[src/rtl/ndp_host_pkg.sv]
`default_nettype none
// ============================================================================
// Module   : ndp_host_pkg
// Brief    : Shared types and constants for the NDP stream host.
// Revision : 1.0 - initial release
// ============================================================================
package ndp_host_pkg;

    localparam int c_addr_w    = 12;
    localparam int c_len_w     = 12;
    localparam int c_res_words = 512;

    typedef enum logic [2:0] {
        S_IDLE     = 3'd0,
        S_ARM      = 3'd1,
        S_STREAM   = 3'd2,
        S_WAIT_RES = 3'd3,
        S_COLLECT  = 3'd4,
        S_DONE     = 3'd5
    } ndp_host_state_t;

    typedef struct packed {
        logic [c_addr_w-1:0] src_base;
        logic [c_len_w-1:0]  len;
        logic [c_addr_w-1:0] res_base;
        logic                is_relu;
        logic                is_last;
    } ndp_cmd_t;

endpackage
`default_nettype wire

[src/rtl/ndp_skid_fifo.sv]
`default_nettype none
// ============================================================================
// Module   : ndp_skid_fifo
// Brief    : 2-entry data+last FIFO that also accounts for one in-flight
//            source read (1-cycle RAM latency) when granting new reads.
// Revision : 1.0 - initial release
// ============================================================================
module ndp_skid_fifo (
    input  logic        clk,
    input  logic        rst,
    input  logic        issue,
    input  logic        issue_last,
    input  logic [31:0] rd_data,
    output logic        can_issue,
    output logic        out_valid,
    output logic [31:0] out_data,
    output logic        out_last,
    input  logic        out_ready
);

    logic [1:0][32:0] r_mem;
    logic             r_wr_ptr;
    logic             r_rd_ptr;
    logic [1:0]       r_cnt;
    logic             r_pend;
    logic             r_pend_last;
    logic             w_pop;
    logic [1:0]       w_occ;

    assign out_valid = (r_cnt != 2'd0);
    assign out_data  = r_mem[r_rd_ptr][31:0];
    assign out_last  = r_mem[r_rd_ptr][32];
    assign w_pop     = out_valid & out_ready;

    // Occupancy net of the word leaving this cycle keeps one read per cycle
    // flowing while the consumer is ready.
    assign w_occ     = r_cnt + {1'b0, r_pend} - {1'b0, w_pop};
    assign can_issue = ~w_occ[1];

    always_ff @(posedge clk or posedge rst) begin
        if (rst) begin
            r_mem       <= '0;
            r_wr_ptr    <= 1'b0;
            r_rd_ptr    <= 1'b0;
            r_cnt       <= 2'd0;
            r_pend      <= 1'b0;
            r_pend_last <= 1'b0;
        end else begin
            r_pend      <= issue;
            r_pend_last <= issue_last;
            if (r_pend) begin
                r_mem[r_wr_ptr] <= {r_pend_last, rd_data};
                r_wr_ptr        <= ~r_wr_ptr;
            end
            if (w_pop) begin
                r_rd_ptr <= ~r_rd_ptr;
            end
            r_cnt <= r_cnt + {1'b0, r_pend} - {1'b0, w_pop};
        end
    end

endmodule
`default_nettype wire

[src/rtl/ndp_stream_host.sv]
`default_nettype none
// ============================================================================
// Module   : ndp_stream_host
// Brief    : Host-side AXI4-Stream feeder/collector for the NDP core.
// Config   : NDP_STREAM_HOST_PERF_EN adds stream/stall/wait cycle counters.
// Revision : 1.0 - initial release
// ============================================================================
module ndp_stream_host
    import ndp_host_pkg::*;
#(
    parameter int ADDR_W    = c_addr_w,
    parameter int LEN_W     = c_len_w,
    parameter int RES_WORDS = c_res_words
) (
    input  logic              axi_aclk,
    input  logic              reset,
    input  logic              cmd_valid,
    output logic              cmd_ready,
    input  logic [ADDR_W-1:0] cmd_src_base,
    input  logic [LEN_W-1:0]  cmd_len,
    input  logic [ADDR_W-1:0] cmd_res_base,
    input  logic              cmd_is_relu,
    input  logic              cmd_is_last,
    output logic              mem_rd_en,
    output logic [ADDR_W-1:0] mem_rd_addr,
    input  logic [31:0]       mem_rd_data,
    output logic              res_wr_en,
    output logic [ADDR_W-1:0] res_wr_addr,
    output logic [31:0]       res_wr_data,
    output logic              is_relu_out,
    output logic              is_last_out,
    output logic              read_trigger_out,
    output logic [31:0]       m_axis_tdata,
    output logic              m_axis_tlast,
    output logic              m_axis_tvalid,
    input  logic              m_axis_tready,
    input  logic [31:0]       s_axis_tdata,
    input  logic              s_axis_tlast,
    input  logic              s_axis_tvalid,
    output logic              s_axis_tready,
    output logic              done_pulse,
`ifdef NDP_STREAM_HOST_PERF_EN
    output logic [31:0]       perf_stream_cycles,
    output logic [31:0]       perf_stall_cycles,
    output logic [31:0]       perf_wait_cycles,
`endif
    output logic              err_tlast
);

    localparam int c_k_w = $clog2(RES_WORDS + 1);

    ndp_host_state_t  r_state;
    ndp_host_state_t  w_next;
    ndp_cmd_t         r_cmd;
    logic [LEN_W-1:0] r_rd_idx;
    logic [c_k_w-1:0] r_res_k;
    logic             r_trig;
    logic             r_err;
    logic             r_wr_en;
    logic [ADDR_W-1:0] r_wr_addr;
    logic [31:0]      r_wr_data;

    logic             w_accept;
    logic [LEN_W-1:0] w_len_eff;
    logic             w_can_issue;
    logic             w_issue;
    logic             w_issue_last;
    logic             w_fifo_valid;
    logic [31:0]      w_fifo_data;
    logic             w_fifo_last;
    logic             w_m_xfer;
    logic             w_s_xfer;
    logic             w_k_last;

    assign cmd_ready     = (r_state == S_IDLE);
    assign s_axis_tready = (r_state == S_WAIT_RES) || (r_state == S_COLLECT);
    assign done_pulse    = (r_state == S_DONE);
    assign w_accept      = cmd_valid & cmd_ready;

    assign w_len_eff    = (r_cmd.len == '0) ? LEN_W'(1) : r_cmd.len;
    assign w_issue      = (r_state == S_STREAM) && (r_rd_idx != w_len_eff) && w_can_issue;
    assign w_issue_last = (r_rd_idx == w_len_eff - LEN_W'(1));
    assign w_m_xfer     = w_fifo_valid & m_axis_tready;
    assign w_s_xfer     = s_axis_tvalid & s_axis_tready;
    assign w_k_last     = (r_res_k == c_k_w'(RES_WORDS - 1));

    assign mem_rd_en        = w_issue;
    assign mem_rd_addr      = r_cmd.src_base + ADDR_W'(r_rd_idx);
    assign m_axis_tvalid    = w_fifo_valid;
    assign m_axis_tdata     = w_fifo_data;
    assign m_axis_tlast     = w_fifo_last;
    assign is_relu_out      = r_cmd.is_relu;
    assign is_last_out      = r_cmd.is_last;
    assign read_trigger_out = r_trig;
    assign err_tlast        = r_err;
    assign res_wr_en        = r_wr_en;
    assign res_wr_addr      = r_wr_addr;
    assign res_wr_data      = r_wr_data;

    ndp_skid_fifo u_fifo (
        .clk        (axi_aclk),
        .rst        (reset),
        .issue      (w_issue),
        .issue_last (w_issue_last),
        .rd_data    (mem_rd_data),
        .can_issue  (w_can_issue),
        .out_valid  (w_fifo_valid),
        .out_data   (w_fifo_data),
        .out_last   (w_fifo_last),
        .out_ready  (m_axis_tready)
    );

    always_ff @(posedge axi_aclk or posedge reset) begin
        if (reset) begin
            r_state <= S_IDLE;
        end else begin
            r_state <= w_next;
        end
    end

    always_comb begin
        w_next = r_state;
        case (r_state)
            S_IDLE:     if (w_accept) w_next = S_ARM;
            S_ARM:      w_next = S_STREAM;
            S_STREAM:   if (w_m_xfer && w_fifo_last) w_next = r_cmd.is_last ? S_WAIT_RES : S_DONE;
            S_WAIT_RES: if (w_s_xfer) w_next = w_k_last ? S_DONE : S_COLLECT;
            S_COLLECT:  if (w_s_xfer && w_k_last) w_next = S_DONE;
            S_DONE:     w_next = S_IDLE;
            default:    w_next = S_IDLE;
        endcase
    end

    always_ff @(posedge axi_aclk or posedge reset) begin
        if (reset) begin
            r_cmd     <= '0;
            r_rd_idx  <= '0;
            r_res_k   <= '0;
            r_trig    <= 1'b0;
            r_err     <= 1'b0;
            r_wr_en   <= 1'b0;
            r_wr_addr <= '0;
            r_wr_data <= '0;
        end else begin
            if (w_accept) begin
                r_cmd.src_base <= cmd_src_base;
                r_cmd.len      <= cmd_len;
                r_cmd.res_base <= cmd_res_base;
                r_cmd.is_relu  <= cmd_is_relu;
                r_cmd.is_last  <= cmd_is_last;
                r_rd_idx       <= '0;
                r_res_k        <= '0;
            end
            if (w_issue) begin
                r_rd_idx <= r_rd_idx + LEN_W'(1);
            end
            // Flags are already stable by ARM; the core sees one edge per pass.
            if (r_state == S_ARM) begin
                r_trig <= ~r_trig;
            end
            r_wr_en <= w_s_xfer;
            if (w_s_xfer) begin
                r_wr_addr <= r_cmd.res_base + ADDR_W'(r_res_k);
                r_wr_data <= s_axis_tdata;
                r_res_k   <= r_res_k + c_k_w'(1);
                if (s_axis_tlast != w_k_last) begin
                    r_err <= 1'b1;
                end
            end
        end
    end

`ifdef NDP_STREAM_HOST_PERF_EN
    logic [31:0] r_perf_stream;
    logic [31:0] r_perf_stall;
    logic [31:0] r_perf_wait;

    assign perf_stream_cycles = r_perf_stream;
    assign perf_stall_cycles  = r_perf_stall;
    assign perf_wait_cycles   = r_perf_wait;

    always_ff @(posedge axi_aclk or posedge reset) begin
        if (reset) begin
            r_perf_stream <= '0;
            r_perf_stall  <= '0;
            r_perf_wait   <= '0;
        end else if (w_accept) begin
            r_perf_stream <= '0;
            r_perf_stall  <= '0;
            r_perf_wait   <= '0;
        end else begin
            if ((r_state == S_STREAM) && (r_perf_stream != '1)) begin
                r_perf_stream <= r_perf_stream + 32'd1;
            end
            if (w_fifo_valid && !m_axis_tready && (r_perf_stall != '1)) begin
                r_perf_stall <= r_perf_stall + 32'd1;
            end
            if ((r_state == S_WAIT_RES) && (r_perf_wait != '1)) begin
                r_perf_wait <= r_perf_wait + 32'd1;
            end
        end
    end
`endif

endmodule
`default_nettype wire

[config.mk]
export PLATFORM = sky130hd
export DESIGN_NAME = ndp_stream_host
export DESIGN_NICKNAME = d
export VERILOG_FILES = /design/src/rtl/ndp_host_pkg.sv /design/src/rtl/ndp_skid_fifo.sv /design/src/rtl/ndp_stream_host.sv
export SDC_FILE = /design/constraint.sdc
export NUM_CORES = 1
export LEC_CHECK = 0
export ABC_AREA = 1
export BUFFER_PORTS_ARGS = -buffer_cell sky130_fd_sc_hd__buf_2
export CAP_MARGIN = 10
export CORE_ASPECT_RATIO = 0.5
export CORE_MARGIN = 1
export CORE_UTILIZATION = 40
export CTS_CLUSTER_DIAMETER = 80
export DETAILED_ROUTE_END_ITERATION = 8
export GPL_ROUTABILITY_DRIVEN = 0
export PLACE_DENSITY = 0.66
export SLEW_MARGIN = 20
export SYNTH_ARGS = -nofsm -noshare
export SYNTH_HDL_FRONTEND = slang
export SYNTH_SLANG_ARGS = --single-unit
[constraint.sdc]
create_clock -name axi_aclk -period 7 [get_ports axi_aclk]
set_clock_uncertainty 0.2 [all_clocks]
set_input_delay 1.05 -clock axi_aclk [delete_from_list [all_inputs] [get_ports axi_aclk]]
set_output_delay 1.05 -clock axi_aclk [all_outputs]
set_load 0.1 [all_outputs]
After elaboration in Yosys (flattened, before gate mapping)
Index checks and enable logic that the tools add are counted.
{"block": "word_totals", "regBits": 182, "out_inout_bits": 99, "elab_cells": 80, "input_bits": 108}
{"block": "classes", "n_lt_le_gt_ge": 3, "n_mux": 17, "bitwise_logic": 7, "eq_ne": 13, "n_reduce_logical": 13, "add_sub_neg": 7}
{"operator": "$mux 33", "n": 3}
{"operator": "$bwmux 66", "n": 1}
{"operator": "$mux 12", "n": 3}
{"operator": "$demux 33 s1", "n": 1}
{"operator": "$mux 10", "n": 2}
{"operator": "$mux 3", "n": 5}
{"operator": "$pmux 3 s5", "n": 1}
{"operator": "$add 12x1->12 const B", "n": 1}
{"operator": "$add 12x10->12", "n": 1}
{"operator": "$add 12x12->12", "n": 1}
{"operator": "$eq 12x12->1", "n": 1}
{"operator": "$logic_not 12->1", "n": 1}
{"operator": "$ne 12x12->1", "n": 1}
{"operator": "$sub 12x1->12 const B", "n": 1}
{"operator": "$add 10x1->10 const B", "n": 1}
{"operator": "$eq 10x9->1 const B", "n": 1}
{"operator": "$eq 3x2->1 const B", "n": 2}
{"operator": "$eq 3x3->1 const B", "n": 2}
{"operator": "$ne 2x1->1 const B", "n": 3}
{"operator": "$reduce_bool 2->1", "n": 3}
{"operator": "$logic_and 1x1->1", "n": 5}
{"operator": "$lt 1x2->1 const B", "n": 2}
{"operator": "$not 1->1", "n": 4}
{"operator": "$reduce_and 4->1", "n": 1}
{"operator": "11 further kinds", "n": 13}

Logic depth before layout (Yosys ltp)
Gate-level depths: netlist of the first run.
{"block": "logic_depth", "word_depth": 6, "ltp_mapped": 16, "ltp_nobuf": 16}

By module
From an unflattened synthesis of the first run, not the netlist that was laid out.
{"block": "unflattened", "hier_cells": 1208, "hier_area_um2": 9352.7}
{"mod": "ndp_stream_host", "area_each_um2": 6169.7, "seq_area_each_um2": 2752.6, "cells_each": 821, "instances": 1}
{"mod": "ndp_skid_fifo", "area_each_um2": 3183.1, "seq_area_each_um2": 1801.7, "cells_each": 387, "instances": 1}

Worst setup path after synthesis of the first run
OpenSTA, ideal clock, no wires.
{"block": "synth_path", "path_type": "in2out", "from": "input m_axis_tready", "to": "output mem_rd_en", "n_path_buf": 1, "path_slack_ns": 2.884, "arrival_time_ns": 2.866, "required_time_ns": 5.750, "cell_stages": 10, "cell_sequence": "nand2_1 -> inv_1 -> ha_1 -> inv_1 -> ha_1 -> xnor2_1 -> nand2_1 -> o21bai_2 -> buf_6 -> inv_1"}
{"block": "synth_via", "elab_chain_len": 4}
{"item": "start: declaration", "line_no": "ndp_stream_host.sv:36", "text": "input logic m_axis_tready,"}
{"item": "$and 1x1->1", "line_no": "ndp_skid_fifo.sv:33", "text": "assign w_pop = out_valid & out_ready;"}
{"item": "named net u_fifo.w_pop", "line_no": "ndp_skid_fifo.sv:27", "text": "logic w_pop;"}
{"item": "$sub 2x1->2", "line_no": "ndp_skid_fifo.sv:37", "text": "assign w_occ = r_cnt + {1'b0, r_pend} - {1'b0, w_pop};"}
{"item": "$not 1->1", "line_no": "ndp_skid_fifo.sv:38", "text": "assign can_issue = ~w_occ[1];"}
{"item": "$logic_and 1x1->1", "line_no": "ndp_stream_host.sv:81", "text": "assign w_issue = (r_state == S_STREAM) && (r_rd_idx != w_len_eff) && w_can_issue;"}
{"item": "end: declaration", "line_no": "ndp_stream_host.sv:24", "text": "output logic mem_rd_en,"}
The timed path passes the listed nets, and every way through them passes these cells.

Worst setup path after layout of the first run
Same ends and word-level chain as after synthesis.

==> report_table.html, run 1 <==
<table>
<tr><th>Metric</th><th>Value</th></tr>
<tr><th colspan="2">Timing</th></tr>
<tr><td>Total setup violations reported at the end of the flow</td><td>0</td></tr>
<tr><td>Minimum hold slack</td><td>0.274 ns</td></tr>
<tr><td>Final cycle utilization of the critical path</td><td>63.2%</td></tr>
<tr><td>Slew of the pin with the lowest slew margin</td><td>0.882 ns</td></tr>
<tr><td>Minimum period implied by the final worst setup slack</td><td>4.42 ns</td></tr>
<tr><td>Hold Vio Cnt, Final</td><td>0</td></tr>
<tr><td>Relative slew margins</td><td>41.2%</td></tr>
<tr><td>RSZ-0062 raised after global routing</td><td>false</td></tr>
<tr><td>Highest Clock Rate</td><td>226 MHz</td></tr>
<tr><td>Count of final max-slew check failures</td><td>0</td></tr>
<tr><td>Setup tns final</td><td>0 ns</td></tr>
<tr><th colspan="2">Yosys</th></tr>
<tr><td>Count of flip-flops with a built-in enable after synthesis</td><td>0</td></tr>
<tr><td>Predominant post-synthesis flop cell</td><td>dfrtp_1</td></tr>
<tr><td>Post-Syn Nets</td><td>1,312</td></tr>
<tr><td>Cell types occupying the most area after synthesis</td><td>dfrtp_1 (50%), nand2_1 (20%), o21ai_0 (5.9%)</td></tr>
<tr><td>Synthesis-stage register bit count</td><td>182</td></tr>
<tr><td>Post-synthesis cell type with the largest combined area</td><td>dfrtp_1</td></tr>
<tr><td>Post-synthesis cell type count</td><td>39</td></tr>
<tr><td>Synthesized area per cell</td><td>7.79 um2</td></tr>
<tr><td>Cell area after synthesis</td><td>9160 um2</td></tr>
<tr><td>Cells after Synth</td><td>1,176</td></tr>
<tr><td>Warnings, synthesis</td><td>0</td></tr>
<tr><td>Area share of the largest cell type after synthesis</td><td>49.7%</td></tr>
<tr><td>Post-synthesis sequential area ratio</td><td>49.7%</td></tr>
<tr><td>Share of synthesized registers carrying an async set or reset</td><td>100%</td></tr>
<tr><th colspan="2">Drt</th></tr>
<tr><td>Final routed wirelength across all metal layers</td><td>22,900 um</td></tr>
<tr><td>Number of detailed-routing iterations run before antenna repair</td><td>5</td></tr>
<tr><td>Count of vias placed by the detailed router</td><td>8,143</td></tr>
<tr><td>Number of routed nets with antenna violations</td><td>0</td></tr>
<tr><td>DRC Markers</td><td>0</td></tr>
<tr><td>Avg Vias per Cell</td><td>4.86</td></tr>
<tr><td>Routed length per instance</td><td>13.7 um</td></tr>
<tr><td>Starting DRC count in detailed routing</td><td>486</td></tr>
<tr><th colspan="2">Final layout</th></tr>
<tr><td>N_diodes</td><td>0</td></tr>
<tr><td>Sequential cell area</td><td>4550 um2</td></tr>
<tr><td>Share of layout cells above drive strength 1</td><td>19.0%</td></tr>
<tr><td>Number of nets in the layout</td><td>1,498</td></tr>
<tr><td>Syn-to-layout area delta</td><td>20.1%</td></tr>
<tr><td>Number of filler cells placed in the layout</td><td>2,173</td></tr>
<tr><td>Final design instance area without fill</td><td>11,000 um2</td></tr>
<tr><td>Area occupied by multi-input gates</td><td>3990 um2</td></tr>
<tr><th colspan="2">GRT</th></tr>
<tr><td>Initial antenna violation count</td><td>0</td></tr>
<tr><td>Overflow left after global routing</td><td>0</td></tr>
<tr><td>Pin count of the biggest net entering global routing</td><td>114</td></tr>
<tr><td>First-pass GRT wire length</td><td>37,200 um</td></tr>
<tr><td>Number of global-route vias before repair</td><td>7,715</td></tr>
<tr><td>Total track usage</td><td>19.9%</td></tr>
<tr><th colspan="2">Setup path</th></tr>
<tr><td>Cells along the critical path</td><td>buf_2 &gt; nand2_1 &gt; inv_1 &gt; ha_1 &gt; inv_1 &gt; ha_1 &gt; xnor2_1 &gt; nand2_1 &gt; o21bai_2 &gt; inv_1 &gt; buf_2</td></tr>
<tr><td>Data arrival time of the critical path</td><td>3.17 ns</td></tr>
<tr><td>Startpoint class of the critical path</td><td>primary input</td></tr>
<tr><td>Nature of the critical path endpoint</td><td>primary output</td></tr>
<tr><td>Most common cell type on the critical path</td><td>inv_1</td></tr>
<tr><td>Worst Setup Path Type</td><td>primary input to primary output</td></tr>
<tr><td>Data required, critical path</td><td>5.75 ns</td></tr>
<tr><td>Master of the slowest instance on the critical path</td><td>buf_2</td></tr>
<tr><td>Largest fanout of any net on the critical path</td><td>13</td></tr>
<tr><td>Maximum single-stage delay on the critical path</td><td>0.44 ns</td></tr>
<tr><th colspan="2">Clocking</th></tr>
<tr><td>Clock network latency to the later pin of the worst-skew pair</td><td>0.44 ns</td></tr>
<tr><td>Setup Buffers After CTS</td><td>0</td></tr>
<tr><td>Resize count post-CTS</td><td>0</td></tr>
<tr><td>CTS clock-pin slew for the worst setup and hold paths</td><td>0.06 ns</td></tr>
<tr><td>Clock Path Buffers</td><td>2</td></tr>
<tr><td>Count of hold buffers inserted by post-cts repair</td><td>0</td></tr>
<tr><td>CTS Root Buffer Type</td><td>clkbuf_16</td></tr>
<tr><td>Number of clock buffers inserted by TritonCTS</td><td>17</td></tr>
<tr><td>H-tree levels</td><td>4</td></tr>
<tr><td>Clock tree from TritonCTS</td><td>built</td></tr>
<tr><td>Clk sink count</td><td>182</td></tr>
<tr><th colspan="2">Floorplanning</th></tr>
<tr><td>Area inside the core boundary</td><td>22,100 um2</td></tr>
<tr><td>Horizontal extent of the die</td><td>216 um</td></tr>
<tr><td>I/O pins</td><td>207</td></tr>
<tr><td>Area enclosed by the die boundary</td><td>23,500 um2</td></tr>
<tr><td>Die height</td><td>109 um</td></tr>
<tr><td>Initial Utilization</td><td>41.5%</td></tr>
<tr><td>Cell Rows</td><td>38</td></tr>
<tr><th colspan="2">Placement</th></tr>
<tr><td>Placement Cell Area</td><td>10,400 um2</td></tr>
<tr><td>Port Buffers</td><td>206</td></tr>
<tr><td>HPWL after detailed placement</td><td>16,000 um</td></tr>
<tr><th colspan="2">Hold path</th></tr>
<tr><td>Worst min path class</td><td>flip-flop to flip-flop</td></tr>
<tr><th colspan="2">Job</th></tr>
<tr><td>Maxcap violations</td><td>0</td></tr>
<tr><th colspan="2">Status</th></tr>
<tr><td>Run status</td><td>finished, final reports clean</td></tr>
</table>
[metal layers]
metal / vias to the layer above / global-route usage, % / share of wire [%]
met4: 0 / 6.79 / 1.7
met5: - / 0 / 0
li1: 4059 / - / -
met3: 28 / 4.21 / 3.9
met2: 181 / 33.2 / 49
met1: 3875 / 25.9 / 46
[placed cells by master, fill, tap and decap left out, types with 4 or more instances in the layout]
| cell type | count |
|---|---|
| nand3_1 | 55 |
| inv_2 | 5 |
| inv_1 | 107 |
| xor2_1 | 21 |
| xnor2_1 | 14 |
| nor2_1 | 50 |
| buf_4 | 4 |
| nor3_1 | 7 |
| clkbuf_16 | 17 |
| ha_1 | 26 |
| dfrtp_1 | 182 |
| nand4_1 | 10 |
| nand2_2 | 4 |
| a21oi_1 | 22 |
| buf_2 | 206 |
| o21bai_1 | 7 |
| nand2_1 | 485 |
| o21ai_0 | 108 |
[cell type report]
| class | count | area share, % |
|---|---|---|
| Clock buffer | 20 | 4.06 |
| Clock inverter | 12 | 1.30 |
| Inverter | 113 | 3.92 |
| Multi-Input combinational cell | 838 | 36.2 |
| Sequential cell | 182 | 41.4 |
| Tap cell | 300 | 3.41 |
| Timing Repair Buffer | 210 | 9.65 |
[cells in the mapped netlist, types with 4 or more instances]
library cell  instances
nor3_1                7
ha_1                 26
dfrtp_1             182
o21bai_1              7
buf_2                12
xnor2_1              14
inv_1               108
clkbuf_1             25
xor2_1               21
nand3_1              55
nor2_1               50
nand4_1              10
nand2_1             486
o21ai_0             108
nand2_2               4
a21oi_1              22
inv_2                 4
[metrics by stage]
| stage | util, % | setup WS (ns) | cells |
|---|---|---|---|
| 6_report | 49.9 | 2.58 | 1675 |
| 5_1_grt | 49.9 | 2.37 | 1675 |
| 4_1_cts | 49.8 | 2.56 | 1675 |
| 3_5_place_dp | 47.1 | 2.58 | 1643 |
| 3_3_place_gp | 47.1 | 2.61 | 1643 |
| 2_1_floorplan | - | 0.806 | 1176 |
[kinds of logic after synthesis]
kind of cell | after synthesis | share of synthesized area [%]
AOI/OAI and AO/OA | 148 | 8.57
xor gates and xnor gates | 35 | 3.35
adders and majority gates | 28 | 3.99
buffers and inverters | 156 | 6.85
DFF | 182 | 49.7
and+or+nand+nor | 627 | 27.5
[worst max-delay path: cells and delay by family]
family | cells | cell delay, ns
buffers and inverters | 5 | 0.76
adder cells (fa/ha/maj) | 2 | 0.45
AO/OA/AOI/OAI | 1 | 0.35
XOR/XNOR | 1 | 0.33
AND/OR/NAND/NOR | 2 | 0.22
[sequential cells by signal (all words and copies together) (netlist names), 2 cells and up]
name and flops:
res_wr_data 32, u_fifo.r_cnt 2, r_state 3, res_wr_addr 12
r_cmd 36, r_rd_idx 12, u_fifo.r_mem 66, r_res_k 10
[path summary, 6_finish.rpt]
kind                                from                to  slack [ns]  cells after the start
max                        m_axis_tready         mem_rd_en        2.58                     11
max reg2reg                   r_state[0]        r_res_k[6]        4.35                      9
max in group asynchronous          reset          r_cmd[6]        4.62                      3
min in group asynchronous          reset  u_fifo.r_mem[59]        0.58                      2
min reg2reg                    err_tlast         err_tlast        0.27                      1
min                            err_tlast         err_tlast        0.27                      1
Power of run 1 is not shown: default switching activity piles up to over one toggle a cycle in this logic, so the estimate is an artifact.
==> inputs of run 2 (changes only) <==
- clock period: 7 -> 4.6 ns (I/O delays scaled with it)
==> run 2 against run 1 <==
Compared with the run above:
- sequential cell count stayed put
- critical path depth unchanged
- setup slack worse by 2.0 ns
- sequential share of layout area down 0.076 points
- register-to-register slack lost 2.4 ns
- die area unchanged
- non-clock buffer count rose by 2
- via count down 0.49%
- utilization grew 0.091 points
- final cell count rose by 0.12%
- design area increased by 0.18%
- critical path type is now flip-flop to primary output
- critical endpoint unchanged
- highest routed layer unchanged
==> report_table.html, run 2 (synthesis gave the netlist of run 1 again) <==
<table>
<tr><th>Metric</th><th>Value</th></tr>
<tr><th colspan="2">Timing</th></tr>
<tr><td>Setup tns final</td><td>0 ns</td></tr>
<tr><td>Count of final max-slew check failures</td><td>0</td></tr>
<tr><td>Minimum period implied by the final worst setup slack</td><td>4.07 ns</td></tr>
<tr><td>Slew of the pin with the lowest slew margin</td><td>0.840 ns</td></tr>
<tr><td>Highest Clock Rate</td><td>246 MHz</td></tr>
<tr><td>Final cycle utilization of the critical path</td><td>88.5%</td></tr>
<tr><td>Hold Vio Cnt, Final</td><td>0</td></tr>
<tr><td>Total setup violations reported at the end of the flow</td><td>0</td></tr>
<tr><td>Relative slew margins</td><td>43.9%</td></tr>
<tr><td>RSZ-0062 raised after global routing</td><td>false</td></tr>
<tr><th colspan="2">Placement</th></tr>
<tr><td>Cell total after placement</td><td>1,645</td></tr>
<tr><td>HPWL after detailed placement</td><td>16,500 um</td></tr>
<tr><td>Port Buffers</td><td>206</td></tr>
<tr><th colspan="2">Setup path</th></tr>
<tr><td>Data required, critical path</td><td>3.71 ns</td></tr>
<tr><td>Worst Setup Path Type</td><td>flip-flop to primary output</td></tr>
<tr><td>Critical register-to-register path endpoint</td><td>r_rd_idx[4]</td></tr>
<tr><td>Data arrival time of the critical path</td><td>3.18 ns</td></tr>
<tr><td>Number of cells traversed by the worst register-to-register path</td><td>11</td></tr>
<tr><td>Startpoint class of the critical path</td><td>flip-flop</td></tr>
<tr><td>Nature of the critical path endpoint</td><td>primary output</td></tr>
<tr><td>Startpoint of the worst-slack reg-to-reg timing path</td><td>u_fifo.r_cnt[0]</td></tr>
<tr><td>R2r setup slk</td><td>1.92 ns</td></tr>
<tr><td>Largest fanout of any net on the critical path</td><td>13</td></tr>
<tr><th colspan="2">Drt</th></tr>
<tr><td>DRC Markers</td><td>0</td></tr>
<tr><td>Final routed wirelength across all metal layers</td><td>23,000 um</td></tr>
<tr><td>Starting DRC count in detailed routing</td><td>742</td></tr>
<tr><td>Avg Vias per Cell</td><td>4.83</td></tr>
<tr><td>Number of detailed-routing iterations run before antenna repair</td><td>5</td></tr>
<tr><td>Number of routed nets with antenna violations</td><td>0</td></tr>
<tr><td>Routed length per instance</td><td>13.7 um</td></tr>
<tr><td>Count of vias placed by the detailed router</td><td>8,103</td></tr>
<tr><th colspan="2">Clocking</th></tr>
<tr><td>Number of clock buffers inserted by TritonCTS</td><td>17</td></tr>
<tr><td>Count of hold buffers inserted by post-cts repair</td><td>0</td></tr>
<tr><td>Clock Path Buffers</td><td>2</td></tr>
<tr><td>Setup Buffers After CTS</td><td>0</td></tr>
<tr><td>Clock network latency to the later pin of the worst-skew pair</td><td>0.45 ns</td></tr>
<tr><td>Clk sink count</td><td>182</td></tr>
<tr><td>H-tree levels</td><td>4</td></tr>
<tr><td>CTS clock-pin slew for the worst setup and hold paths</td><td>0.07 ns</td></tr>
<tr><td>Clock tree from TritonCTS</td><td>built</td></tr>
<tr><td>CTS Root Buffer Type</td><td>clkbuf_16</td></tr>
<tr><td>Resize count post-CTS</td><td>0</td></tr>
<tr><th colspan="2">GRT</th></tr>
<tr><td>First-pass GRT wire length</td><td>37,600 um</td></tr>
<tr><td>Pin count of the biggest net entering global routing</td><td>86</td></tr>
<tr><td>Total track usage</td><td>20.2%</td></tr>
<tr><td>Number of global-route vias before repair</td><td>7,648</td></tr>
<tr><td>Overflow left after global routing</td><td>0</td></tr>
<tr><td>Initial antenna violation count</td><td>0</td></tr>
<tr><th colspan="2">Floorplanning</th></tr>
<tr><td>I/O pins</td><td>207</td></tr>
<tr><td>Area enclosed by the die boundary</td><td>23,500 um2</td></tr>
<tr><td>Die height</td><td>109 um</td></tr>
<tr><td>Cell Rows</td><td>38</td></tr>
<tr><td>Horizontal extent of the die</td><td>216 um</td></tr>
<tr><td>Area inside the core boundary</td><td>22,100 um2</td></tr>
<tr><td>Initial Utilization</td><td>41.5%</td></tr>
<tr><th colspan="2">Job</th></tr>
<tr><td>Maxcap violations</td><td>0</td></tr>
<tr><th colspan="2">Final layout</th></tr>
<tr><td>Top reg by flops</td><td>u_fifo.r_mem</td></tr>
<tr><td>Most common cell after layout, fill and taps aside</td><td>nand2_1</td></tr>
<tr><td>Share of layout cells above drive strength 1</td><td>19.1%</td></tr>
<tr><td>Syn-to-layout area delta</td><td>20.3%</td></tr>
<tr><td>N_diodes</td><td>0</td></tr>
<tr><td>Final instance count without filler cells</td><td>1,677</td></tr>
<tr><td>Number of flip-flops under the largest register name</td><td>66</td></tr>
<tr><td>Top library cells by usage in the layout, fill and taps aside</td><td>nand2_1 (485), buf_2 (206), dfrtp_1 (182), o21ai_0 (108), inv_1 (107)</td></tr>
<tr><td>Number of nets in the layout</td><td>1,500</td></tr>
<tr><td>Number of filler cells placed in the layout</td><td>2,163</td></tr>
<tr><th colspan="2">Status</th></tr>
<tr><td>Run status</td><td>finished, final reports clean</td></tr>
<tr><th colspan="2">Hold path</th></tr>
<tr><td>Worst min path class</td><td>primary input to asynchronous set/reset pin</td></tr>
</table>
-- run 2: cell types whose count changed in the layout (fill, tap and decap cells not counted), sizes merged --
| cell | delta |
|---|---|
| buf | +2 |
-- run 2: area by class of cell --
cell class	instances	area, um2	area share, %
Sequential cell	182	4550	41.3
Multi-Input combinational cell	838	3990	36.2
Timing Repair Buffer	212	1090	9.88
Clock buffer	20	447	4.05
Inverter	113	429	3.90
Tap cell	300	375	3.41
Clock inverter	12	138	1.25
-- run 2: per-stage QoR --
| stage | hold WS [ns] | util [%] | setup WS (ns) | instance area [um2] |
|---|---|---|---|---|
| after floorplan | 0.253 | - | 0.923 | 9160 |
| final | 0.203 | 49.9 | 0.529 | 11000 |
| after global placement | 0.256 | 47.3 | 0.933 | 10400 |
| after detailed placement | 0.256 | 47.3 | 0.885 | 10400 |
| after global routing | 0.212 | 49.9 | 0.313 | 11000 |
| after CTS | 0.201 | 49.9 | 0.505 | 11000 |
-- run 2: worst max-delay path by stage --
stage / endpoint / slack [ns] / start
3_3_place_gp: mem_rd_en / 0.93 / m_axis_tready
3_5_place_dp: mem_rd_en / 0.89 / m_axis_tready
4_1_cts: mem_rd_en / 0.51 / u_fifo.r_cnt[0]
2_1_floorplan: mem_rd_en / 0.92 / u_fifo.r_cnt[0]
6_report: mem_rd_en / 0.53 / u_fifo.r_cnt[0]
5_1_grt: mem_rd_en / 0.31 / u_fifo.r_cnt[0]
-- run 2: worst max-delay path, cell delays in order (launching register included) --
cell      delay [ns]
dfrtp_1         0.37
or2_2           0.30
nand2_1         0.09
inv_1           0.06
ha_1            0.27
inv_1           0.04
ha_1            0.18
xnor2_1         0.35
nand2_1         0.15
o21bai_2        0.35
inv_1           0.12
buf_2           0.44
-- run 2: routing by layer --
| metal | vias up | track usage, % | part of all wire [%] |
|---|---|---|---|
| li1 | 4074 | - | - |
| met1 | 3850 | 26.5 | 46 |
| met2 | 147 | 33.0 | 48 |
| met3 | 32 | 4.71 | 3.7 |
| met4 | 0 | 6.84 | 1.8 |
| met5 | - | 0 | 0 |
Power of run 2 is left out for the same reason.
==> inputs of run 3 (changes only) <==
- ABC_AREA: 1 -> default
- CTS_CLUSTER_DIAMETER: 80 -> 40
==> run 3 against run 2 <==
Compared with the run above:
- synthesized cell count fell by 25%
- sequential cell count did not move
- fmax rose by 0.17%
- via count fell by 14%
- wire length fell by 7.2%
- design area fell by 0.25%
- first-iteration DRC count fell by 45%
- non-clock buffer count rose by 3
- area after synthesis fell by 1.4%
- final cell count fell by 17%
- worst hold slack improved by 0.0011 ns
- critical path depth fell by 1
- critical endpoint is now mem_rd_addr[10]
- highest routed layer unchanged
==> report_table.html, run 3 <==
<table>
<tr><th>Metric</th><th>Value</th></tr>
<tr><th colspan="2">Drt</th></tr>
<tr><td>Routed length per instance</td><td>15.4 um</td></tr>
<tr><td>Final routed wirelength across all metal layers</td><td>21,300 um</td></tr>
<tr><td>Count of vias placed by the detailed router</td><td>6,943</td></tr>
<tr><td>Number of detailed-routing iterations run before antenna repair</td><td>4</td></tr>
<tr><td>Avg Vias per Cell</td><td>5.01</td></tr>
<tr><td>DRC Markers</td><td>0</td></tr>
<tr><td>Number of routed nets with antenna violations</td><td>0</td></tr>
<tr><td>Starting DRC count in detailed routing</td><td>407</td></tr>
<tr><th colspan="2">Clocking</th></tr>
<tr><td>H-tree levels</td><td>4</td></tr>
<tr><td>Count of hold buffers inserted by post-cts repair</td><td>0</td></tr>
<tr><td>Clock Path Buffers</td><td>2</td></tr>
<tr><td>Number of clock buffers inserted by TritonCTS</td><td>17</td></tr>
<tr><td>CTS Root Buffer Type</td><td>clkbuf_16</td></tr>
<tr><td>Clock tree from TritonCTS</td><td>built</td></tr>
<tr><td>CTS clock-pin slew for the worst setup and hold paths</td><td>0.07 ns</td></tr>
<tr><td>Clk sink count</td><td>182</td></tr>
<tr><td>Resize count post-CTS</td><td>0</td></tr>
<tr><td>Setup Buffers After CTS</td><td>0</td></tr>
<tr><td>Clock network latency to the later pin of the worst-skew pair</td><td>0.44 ns</td></tr>
<tr><th colspan="2">Final layout</th></tr>
<tr><td>Top reg by flops</td><td>u_fifo.r_mem</td></tr>
<tr><td>Share of layout cells above drive strength 1</td><td>33.5%</td></tr>
<tr><td>N_diodes</td><td>0</td></tr>
<tr><td>Number of filler cells placed in the layout</td><td>2,048</td></tr>
<tr><td>Top library cells by usage in the layout, fill and taps aside</td><td>nand2_1 (250), buf_2 (206), dfrtp_1 (182), mux2_2 (101), xnor2_1 (31)</td></tr>
<tr><td>Number of nets in the layout</td><td>1,208</td></tr>
<tr><td>Number of flip-flops under the largest register name</td><td>66</td></tr>
<tr><td>Most common cell after layout, fill and taps aside</td><td>nand2_1</td></tr>
<tr><td>Syn-to-layout area delta</td><td>21.7%</td></tr>
<tr><th colspan="2">Yosys</th></tr>
<tr><td>Count of flip-flops with a built-in enable after synthesis</td><td>0</td></tr>
<tr><td>Post-synthesis cell type count</td><td>59</td></tr>
<tr><td>Share of synthesized registers carrying an async set or reset</td><td>100%</td></tr>
<tr><td>Post-synthesis sequential area ratio</td><td>50.4%</td></tr>
<tr><td>Synthesis-stage register bit count</td><td>182</td></tr>
<tr><td>Post-synthesis cell type with the largest combined area</td><td>dfrtp_1</td></tr>
<tr><td>Library cell with the highest instance count after synthesis</td><td>nand2_1</td></tr>
<tr><td>Cells after Synth</td><td>878</td></tr>
<tr><td>Cell area after synthesis</td><td>9030 um2</td></tr>
<tr><td>Synthesized area per cell</td><td>10.3 um2</td></tr>
<tr><td>Post-Syn Nets</td><td>1,014</td></tr>
<tr><td>Top cells by count, synth</td><td>nand2_1 (250), dfrtp_1 (182), mux2_2 (101)</td></tr>
<tr><td>Warnings, synthesis</td><td>0</td></tr>
<tr><td>Cell types occupying the most area after synthesis</td><td>dfrtp_1 (50%), mux2_2 (13%), nand2_1 (10%)</td></tr>
<tr><td>Predominant post-synthesis flop cell</td><td>dfrtp_1</td></tr>
<tr><td>Area share of the largest cell type after synthesis</td><td>50.4%</td></tr>
<tr><th colspan="2">Timing</th></tr>
<tr><td>Minimum period implied by the final worst setup slack</td><td>4.06 ns</td></tr>
<tr><td>Minimum hold slack</td><td>0.204 ns</td></tr>
<tr><td>Hold Vio Cnt, Final</td><td>0</td></tr>
<tr><td>Final cycle utilization of the critical path</td><td>88.3%</td></tr>
<tr><td>Count of final max-slew check failures</td><td>0</td></tr>
<tr><td>Slew of the pin with the lowest slew margin</td><td>1.00 ns</td></tr>
<tr><td>Highest Clock Rate</td><td>246 MHz</td></tr>
<tr><td>Minimum setup slack in the final design</td><td>0.536 ns</td></tr>
<tr><td>Total setup violations reported at the end of the flow</td><td>0</td></tr>
<tr><td>RSZ-0062 raised after global routing</td><td>false</td></tr>
<tr><td>Setup tns final</td><td>0 ns</td></tr>
<tr><td>Relative slew margins</td><td>32.9%</td></tr>
<tr><th colspan="2">GRT</th></tr>
<tr><td>First-pass GRT wire length</td><td>34,800 um</td></tr>
<tr><td>Number of global-route vias before repair</td><td>7,001</td></tr>
<tr><td>Pin count of the biggest net entering global routing</td><td>106</td></tr>
<tr><td>Overflow left after global routing</td><td>0</td></tr>
<tr><td>Total track usage</td><td>18.9%</td></tr>
<tr><td>Initial antenna violation count</td><td>0</td></tr>
<tr><th colspan="2">Setup path</th></tr>
<tr><td>Nature of the critical path endpoint</td><td>primary output</td></tr>
<tr><td>Data arrival time of the critical path</td><td>3.17 ns</td></tr>
<tr><td>Worst Setup Path Type</td><td>flip-flop to primary output</td></tr>
<tr><td>Largest fanout of any net on the critical path</td><td>8</td></tr>
<tr><td>Startpoint class of the critical path</td><td>flip-flop</td></tr>
<tr><td>Data required, critical path</td><td>3.71 ns</td></tr>
<tr><th colspan="2">Floorplanning</th></tr>
<tr><td>Area inside the core boundary</td><td>21,900 um2</td></tr>
<tr><td>I/O pins</td><td>207</td></tr>
<tr><td>Area enclosed by the die boundary</td><td>23,200 um2</td></tr>
<tr><td>Die height</td><td>108 um</td></tr>
<tr><td>Horizontal extent of the die</td><td>215 um</td></tr>
<tr><td>Initial Utilization</td><td>41.2%</td></tr>
<tr><td>Cell Rows</td><td>38</td></tr>
<tr><th colspan="2">Placement</th></tr>
<tr><td>HPWL after detailed placement</td><td>15,300 um</td></tr>
<tr><td>Minimum setup slack after placement</td><td>0.974 ns</td></tr>
<tr><td>Port Buffers</td><td>206</td></tr>
<tr><th colspan="2">Hold path</th></tr>
<tr><td>Worst min path class</td><td>primary input to asynchronous set/reset pin</td></tr>
<tr><th colspan="2">Status</th></tr>
<tr><td>Run status</td><td>finished, final reports clean</td></tr>
<tr><th colspan="2">Job</th></tr>
<tr><td>Maxcap violations</td><td>0</td></tr>
</table>
==> run 3: path summary, 6_finish.rpt <==
check                                 startpoint               end  slack (ns)  cells after the start
worst min register to register  read_trigger_out  read_trigger_out        0.26                      1
min in group axi_aclk            s_axis_tdata[8]    res_wr_data[8]        0.23                      3
max in group asynchronous                  reset          r_cmd[6]        3.14                      3
worst max-delay path                 r_rd_idx[0]   mem_rd_addr[10]        0.54                     10
worst max register to register   u_fifo.r_cnt[0]      r_rd_idx[10]        1.34                     12
worst min-delay path                       reset  read_trigger_out        0.20                      3
==> run 3: area by class of cell <==
class | instances | area, um2 | area share [%]
clock inverter | 12 | 138 | 1.25
timing repair buffer | 215 | 1110 | 10.1
sequential | 182 | 4550 | 41.4
tap | 300 | 375 | 3.42
inverter | 16 | 63.8 | 0.581
clock buffer | 20 | 467 | 4.25
multi-input combinational | 640 | 4280 | 39.0
==> run 3: logic make-up (layout without fill, tap and decap cells) <==
logic type / count (synthesis) / count (layout) / synth area share [%]
and+or+nand+nor: 363 / 363 / 17.9
xor gates and xnor gates: 41 / 41 / 3.98
DFF: 182 / 182 / 50.4
buffers and inverters: 56 / 263 / 2.40
muxes: 113 / 113 / 13.9
AOI/OAI and AO/OA: 95 / 95 / 7.31
adders and majority gates: 28 / 28 / 4.04
==> run 3: per-layer routing <==
| layer | track usage (%) | part of all wire, % | wire (um) |
|---|---|---|---|
| met3 | 3.83 | 3.1 | 662 |
| met1 | 24.4 | 47 | 9930 |
| met4 | 6.43 | 1.6 | 346 |
| met5 | 0 | 0 | 0 |
| met2 | 31.9 | 49 | 10400 |
==> run 3: worst max-delay path, stage by stage (launching register included) <==
cell	delay, ns
dfrtp_1	0.48
ha_1	0.27
inv_1	0.08
fa_1	0.21
nor2b_1	0.06
o21ai_0	0.21
a21oi_1	0.14
o41ai_1	0.54
nand3_1	0.15
o311ai_1	0.11
buf_2	0.49
==> run 3: stage by stage <==
stage                     instances  cell area, um2  util, %
final                          1385           11000     50.1
after global routing           1385           11000     50.1
after CTS                      1385           11000     50.1
after detailed placement       1353           10400     47.4
after global placement         1353           10400     47.4
after floorplan                 878            9040        -
Power of run 3 is left out for the same reason.
